## src/rtl/gate_vector_sequencer_pkg.sv

```systemverilog
// gate_seq_pkg: gate function and sequencer state enums plus the golden gate function.
package gate_seq_pkg;
   typedef enum logic [2:0] {OP_AND, OP_OR, OP_XOR, OP_NAND, OP_NOR, OP_XNOR} gate_op_e;
   typedef enum logic [1:0] {IDLE, DRIVE, DONE} seq_state_e;
   // Only the low n bits of vec are gate inputs; the rest are masked out.
   function automatic logic golden(gate_op_e op, logic [7:0] vec, int n);
      logic [7:0] m;
      logic a, o, x;
      m = 8'hFF >> (8 - n);
      a = &(vec | ~m);
      o = |(vec & m);
      x = ^(vec & m);
      return (op == OP_AND) ? a : (op == OP_OR) ? o : (op == OP_XOR) ? x :
             (op == OP_NAND) ? !a : (op == OP_NOR) ? !o : !x;
   endfunction
endpackage

```

## src/rtl/gate_vector_sequencer_golden.sv

```systemverilog
// gate_golden_model: combinational reference value of GATE_OP for the current vector.
module gate_golden_model
   import gate_seq_pkg::*;
#(
   parameter int       N_IN    = 2,
   parameter gate_op_e GATE_OP = OP_AND
) (
   input  logic [N_IN-1:0] i_vec,
   output logic            o_golden
);
   assign o_golden = golden(GATE_OP, 8'(i_vec), N_IN);
endmodule

```

## src/rtl/gate_vector_sequencer.sv

```systemverilog
// gate_vector_sequencer: sweeps all gate input vectors, holds each HOLD cycles and checks the gate.
// GATE_SEQ_ERRCNT_EN adds a saturating mismatch counter on o_err_cnt.
module gate_vector_sequencer
   import gate_seq_pkg::*;
#(
   parameter int       N_IN    = 2,
   parameter int       HOLD    = 10,
   parameter gate_op_e GATE_OP = OP_AND
`ifdef GATE_SEQ_ERRCNT_EN
   , parameter int     CNT_W   = 8
`endif
) (
   input  logic            clk,
   input  logic            rst_n,
   input  logic            i_start,
   output logic [N_IN-1:0] o_in_vec,
   input  logic            i_gate_out,
   output logic            o_busy,
   output logic            o_mismatch,
   output logic            o_done,
   output logic            o_pass
`ifdef GATE_SEQ_ERRCNT_EN
   , output logic [CNT_W-1:0] o_err_cnt
`endif
);
   localparam int HW = $clog2(HOLD + 1);
   localparam int VW = N_IN + 1;
   seq_state_e    r_state, w_next;
   logic [HW-1:0] r_hold;
   logic [VW-1:0] r_vec;
   logic          r_mismatch, r_pass;
   logic          w_golden, w_sample, w_last, w_bad, w_go;
`ifdef GATE_SEQ_ERRCNT_EN
   logic [CNT_W-1:0] r_err;
   assign o_err_cnt = r_err;
`endif
   gate_golden_model #(.N_IN(N_IN), .GATE_OP(GATE_OP)) u_golden (
      .i_vec    (r_vec[N_IN-1:0]),
      .o_golden (w_golden)
   );
   assign w_go     = (r_state == IDLE) && i_start;
   assign w_sample = (r_state == DRIVE) && (r_hold == HW'(HOLD - 1));
   assign w_last   = r_vec == VW'(2 ** N_IN - 1);
   assign w_bad    = i_gate_out != w_golden;
   always_comb begin
      w_next = r_state;
      w_next = w_go ? DRIVE : (w_sample && w_last) ? DONE : (r_state == DONE) ? IDLE : r_state;
   end
   always_ff @(posedge clk or negedge rst_n) begin
      if (!rst_n) begin
         r_state    <= IDLE;
         r_hold     <= '0;
         r_vec      <= '0;
         r_mismatch <= 1'b0;
         r_pass     <= 1'b0;
`ifdef GATE_SEQ_ERRCNT_EN
         r_err      <= '0;
`endif
      end else begin
         r_state    <= w_next;
         r_mismatch <= w_sample && w_bad;
         if (w_go) begin
            r_vec  <= '0;
            r_hold <= '0;
            r_pass <= 1'b1;
`ifdef GATE_SEQ_ERRCNT_EN
            r_err  <= '0;
`endif
         end else if (r_state == DRIVE) begin
            if (w_sample) begin
               if (w_bad) begin
                  r_pass <= 1'b0;
`ifdef GATE_SEQ_ERRCNT_EN
                  if (r_err != '1) r_err <= r_err + 1'b1;
`endif
               end
               // Final vector stays on the gate through the DONE cycle.
               if (!w_last) begin
                  r_vec  <= r_vec + 1'b1;
                  r_hold <= '0;
               end
            end else
               r_hold <= r_hold + 1'b1;
         end else if (r_state == DONE)
            r_vec <= '0;
      end
   end
   assign o_in_vec   = r_vec[N_IN-1:0];
   assign o_busy     = r_state != IDLE;
   assign o_done     = r_state == DONE;
   assign o_mismatch = r_mismatch;
   assign o_pass     = r_pass;
endmodule
```

## config.mk

```make
export PLATFORM = sky130hd
export DESIGN_NAME = gate_vector_sequencer
export DESIGN_NICKNAME = d
export VERILOG_FILES = /design/src/rtl/gate_vector_sequencer_pkg.sv /design/src/rtl/gate_vector_sequencer_golden.sv /design/src/rtl/gate_vector_sequencer.sv
export SDC_FILE = /design/constraint.sdc
export NUM_CORES = 1
export LEC_CHECK = 0
export CAP_MARGIN = 20
export CORE_MARGIN = 10
export CORE_UTILIZATION = 50
export DETAILED_ROUTE_END_ITERATION = 8
export HOLD_SLACK_MARGIN = 0.02
export MAX_ROUTING_LAYER = met4
export PLACE_DENSITY = 0.72
export SYNTH_ARGS = -nofsm -noshare
export SYNTH_HDL_FRONTEND = slang
export SYNTH_SLANG_ARGS = --single-unit
```

## constraint.sdc

```tcl
create_clock -name clk -period 2.4 [get_ports clk]
set_input_delay 0.36 -clock clk [delete_from_list [all_inputs] [get_ports clk]]
set_output_delay 0.36 -clock clk [all_outputs]
set_load 0.02 [all_outputs]
```

==> metrics, run 1 <==
status=complete, no violations; CP Buf/Inv Count=1; f_max=508 MHz; Total Nets Final=80; Die H=56.0 microns; Area Overhead vs Synth=17.5%; TNS Setup=0 ns; routability cong.=0.770; Synth Flop Type=dfrtp_1; GRT Total Usage=7.65%; CTS sink cnt=11; H-tree depth=1; Filler cells=102; vias in the first global route=418; Setup crit end kind=output port; Worst Hold Class=in -> async; clock skew=0.00705 ns; Setup Slack @ Placement=0.650 ns; Lkg Pwr=0.376 nW; CP Class=reg -> out; DRT Pass-1 Iters=4; Die Area=3140 sq um; CP Cell Sequence=or2_2, clkdlybuf4s50_1; CTS tree=built; critical path arrival=1.61 ns; Seq/Total Area, Yosys=42.4%; minimum clock period=1.97 ns; Synth area leader=dfrtp_1; Seq cells post-synth=11; crit-path leading delay family=buffers and inverters; Post-Syn Nets=69; WP data required=2.04 ns; Syn Area/Cell=10.6 sq um; initial antenna violation count=0; clock-pin transition on the worst setup and hold timing paths=0.07 ns; endpoints failing setup=0; io pins=10; fin. max-slew vios=0; root buffer cell=clkbuf_4; Yosys cell types=30; global-route wire length before repair=1900 microns; DRT iter0 DRCs=11; ys async rst share=100%; nature of the critical path startpoint=flip-flop; actual slew at the worst max-slew pin=0.500 ns; hold buffers post-CTS=0; vias after detailed routing=477; port buffer count=9; Placement Rows=12; biggest cell delay along the critical path=0.54 ns; most common cell in the netlist=dfrtp_1; DIE WIDTH=56.0 microns; Worst-Skew Late Latency=0.27 ns; drt wl/cell=13.8 microns; WL final=1170 microns; Post-synth EDFFs=0; area of the multi-input gates=339 sq um; grt ovf=0; CP max stage cell=clkdlybuf4s50_1; Post-CTS Setup Inserts=0; Layout Utilization=65.2%; antenna-violating nets left=0; final hold violation count=0; Mapped Area=649 sq um; P per Cell Area=422 nW/um^2; Tcrit/Tclk final=82.1%; post-synthesis cell count=61; Peak VDD IR=0.329 mV; residual DRC count=0; synth cell count leaders=11 x dfrtp_1, 4 x ha_1, 4 x inv_1; total CTS buffers=3; via density per instance=5.61; max_cap viols=0; Post-CTS Resized=0; Clock Path Buffers=2; fraction of layout cells with a size suffix above 1=12.7%; Synthesis Warnings=0; hpwl dp=910 microns; core area=1170 sq um; Starting Density=55.4%; Crit Path Max Fanout=12; Synth top area share=42.4%; Slew headroom=66.6%; pin count of the biggest net entering global routing=13; RSZ-0062 raised after global routing=false; Reg area=275 sq um; largest cells by area after synthesis=dfrtp_1 42%, ha_1 7.7%, a21o_1 3.5%; ANT cells=0; Setup WS post-layout=0.430 ns
-- cells in the final DEF, fill, tap and decap left out --
cell / n
and2_1: 1
o31ai_1: 1
o221a_1: 1
or2_2: 1
xnor2_1: 1
nor3_1: 3
nand4b_1: 2
clkbuf_1: 1
dfrtp_1: 11
or3b_4: 2
nand3_1: 1
nand3b_4: 1
inv_1: 4
ha_1: 4
o21ai_0: 3
a21o_1: 3
or4_1: 1
a22o_1: 1
a21boi_0: 1
or3_1: 1
nor2_1: 3
clkdlybuf4s50_1: 9
o221ai_1: 2
nand3b_1: 1
and2b_2: 1
nand2b_1: 2
and3b_1: 1
nand2_1: 3
clkbuf_4: 3
a21boi_4: 1
o21ai_1: 1
-- cell families after synthesis --
logic type / after synthesis / synth area share [%]
AND/OR/NAND/NOR: 24 / 25.6
AO/OA/AOI/OAI: 14 / 17.5
flip-flops: 11 / 42.4
buffers and inverters: 7 / 5.39
adder cells (fa/ha/maj): 4 / 7.71
XOR/XNOR: 1 / 1.35
-- cell type report --
type	count	share of cell area (%)
inverter	4	1.97
tap	14	2.30
clock buffer	4	3.44
sequential	11	36.1
timing repair buffer	9	11.8
multi-input combinational	43	44.4
-- routing by layer --
layer / vias to the layer above / track usage, % / routed length, microns
li1: 240 / - / -
met1: 217 / 9.10 / 544
met2: 18 / 9.45 / 489
met3: 2 / 6.15 / 128
met4: 0 / 2.05 / 10
met5: - / - / 0
-- power breakdown --
part           leakage [nW]  internal, mW  switching, mW
combinational         0.227       0.00575        0.00555
clock                0.0150        0.0643         0.0606
sequential            0.134         0.185       0.000118
-- state kept, by name, indices dropped and copies added (netlist names) --
register and flops:
o_pass 1, r_state 2, r_vec 3, r_hold 4, o_mismatch 1
-- metrics by stage --
step	area [sq um]	power, mW	instances	hold slack [ns]
floorplan	649	0.191	61	0.0644
global placement	737	0.201	81	0.547
detailed placement	737	0.201	81	0.538
finish	763	0.322	85	0.422
global route	763	0.340	85	0.439
CTS	763	0.326	85	0.440
-- worst paths after layout --
check                            from   endpoint  slack (ns)  cells past startpoint
max                        r_state[0]     o_busy        0.43                      2
min                             rst_n  r_hold[3]        0.42                      1
max reg2reg                  r_vec[0]   r_vec[1]        0.64                      5
min reg2reg                    o_pass     o_pass        0.54                      2
max in group asynchronous       rst_n   r_vec[0]        1.64                      1
min in group clk               o_pass     o_pass        0.54                      2
-- worst reg2reg max path: cells and delay by family, from the launching register on --
family | cells | cell delay, ns
compound gates | 2 | 0.40
flops | 1 | 0.41
simple gates | 1 | 0.40
fa+ha+maj | 2 | 0.44
Power figures use the tool's default switching activity.
==> run 2, diff against run 1 <==
Clock period 2.4 ns to 2.05 ns, I/O delays scaled along.
==> metrics, run 2 (synthesis gave the netlist of run 1 again) <==
grt ovf=0; CP Buf/Inv Count=1; Setup crit end kind=output port; hpwl dp=1040 microns; routability cong.=0.720; Post-CTS Resized=0; Reg area=275 sq um; placed instance area=737 sq um; DP Cell Count=81; Area Overhead vs Synth=17.5%; Die Area=3140 sq um; nature of the critical path startpoint=flip-flop; via density per instance=5.78; Regs by FF count=r_hold x4, r_vec x3, r_state x2; commonest cells after routing, fill and taps aside=11 x dfrtp_1, 9 x clkdlybuf4s50_1, 4 x inv_1, 4 x ha_1; RSZ-0062 raised after global routing=false; endpoints failing setup=0; P per Cell Area=496 nW/um^2; CP Cell Sequence=or2_2, clkdlybuf4s50_1; Lkg Pwr=0.376 nW; residual DRC count=0; clock skew=0.000536 ns; Die H=56.0 microns; Post-CTS Setup Inserts=0; Tcrit/Tclk final=94.3%; core area=1170 sq um; CP max stage cell=clkdlybuf4s50_1; Setup Slack @ Placement=0.277 ns; pin count of the biggest net entering global routing=13; io pins=10; f_max=518 MHz; Setup WS post-layout=0.118 ns; drt wl/cell=15.5 microns; actual slew at the worst max-slew pin=0.495 ns; GRT Total Usage=8.93%; Starting Density=55.4%; DRT Pass-1 Iters=4; Filler cells=111; TNS Setup=0 ns; Layout Cells excl Fill=85; Clock Path Buffers=2; H-tree depth=1; CTS sink cnt=11; CP Class=reg -> out; Total Nets Final=80; Placement Rows=12; clock-pin transition on the worst setup and hold timing paths=0.07 ns; vias in the first global route=526; Total Power=0.378 mW; design area=763 sq um; root buffer cell=clkbuf_4; vias after detailed routing=491; port buffer count=9; Crit Path Max Fanout=12; total CTS buffers=3; hold buffers post-CTS=0; critical path arrival=1.62 ns; Worst-Skew Late Latency=0.26 ns; WP data required=1.74 ns; fraction of layout cells with a size suffix above 1=12.7%; ANT cells=0; max_cap viols=0; biggest cell delay along the critical path=0.54 ns; global-route wire length before repair=2280 microns; WL final=1310 microns; crit-path leading delay family=buffers and inverters; minimum clock period=1.93 ns; Peak VDD IR=0.309 mV; antenna-violating nets left=0; most common cell after layout, fill and taps aside=dfrtp_1; DRT iter0 DRCs=4; max reg flops=4; area of the multi-input gates=339 sq um; DIE WIDTH=56.0 microns; final hold violation count=0; status=complete, no violations; Worst Hold Class=in -> async; Largest Register=r_hold; initial antenna violation count=0; fin. max-slew vios=0; Slew headroom=66.9%; CTS tree=built
[run 2: cell counts in the layout (fill, tap and decap cells not counted)]
No cell type changed its count.
[run 2: worst register-to-register path, stage by stage (launching register included)]
cell     delay, ns
dfrtp_1       0.42
ha_1          0.25
ha_1          0.21
or3b_4        0.39
o221a_1       0.25
a21o_1        0.16
[run 2: final cells by class]
cell class | instances | share of cell area, %
well taps | 14 | 2.30
inverters | 4 | 1.97
flip-flops and latches | 11 | 36.1
clock buffers | 4 | 3.44
repair buffers | 9 | 11.8
multi-input cells | 43 | 44.4
[run 2: path summary, 6_finish.rpt]
check	from	endpoint	slack [ns]	cells after the start
min reg2reg	o_pass	o_pass	0.55	2
max	r_state[0]	o_busy	0.12	2
min in group clk	o_pass	o_pass	0.55	2
max reg2reg	r_vec[0]	r_vec[1]	0.26	5
max in group asynchronous	rst_n	r_vec[0]	1.35	1
min	rst_n	r_hold[2]	0.37	1
[run 2: where the power goes]
part / switching [mW] / internal (mW) / total [mW] / leakage [nW]
combinational: 0.00654 / 0.00674 / 0.0133 / 0.227
sequential: 0.000133 / 0.217 / 0.217 / 0.134
clock: 0.0728 / 0.0752 / 0.148 / 0.0150
[run 2: per-stage QoR]
step	utilization, %	hold WS, ns
after floorplan	-	0.0119
after global placement	62.9	0.527
after detailed placement	62.9	0.537
after CTS	65.2	0.386
after global routing	65.2	0.410
final	65.2	0.374
[run 2: per-layer routing]
| layer | wire length (microns) | up-vias | global-route usage [%] | part of all wire (%) |
|---|---|---|---|---|
| li1 | - | 239 | - | - |
| met1 | 617 | 236 | 10.6 | 47 |
| met2 | 623 | 14 | 13.7 | 47 |
| met3 | 61 | 2 | 3.64 | 4.6 |
| met4 | 11 | 0 | 2.05 | 0.84 |
| met5 | 0 | - | - | 0 |
==> run 3, diff against run 2 <==
Settings changed: CAP_MARGIN 20 to 10.
==> results of run 3 <==
Same layout as run 2: the final DEF is identical, and so are final timing and power.
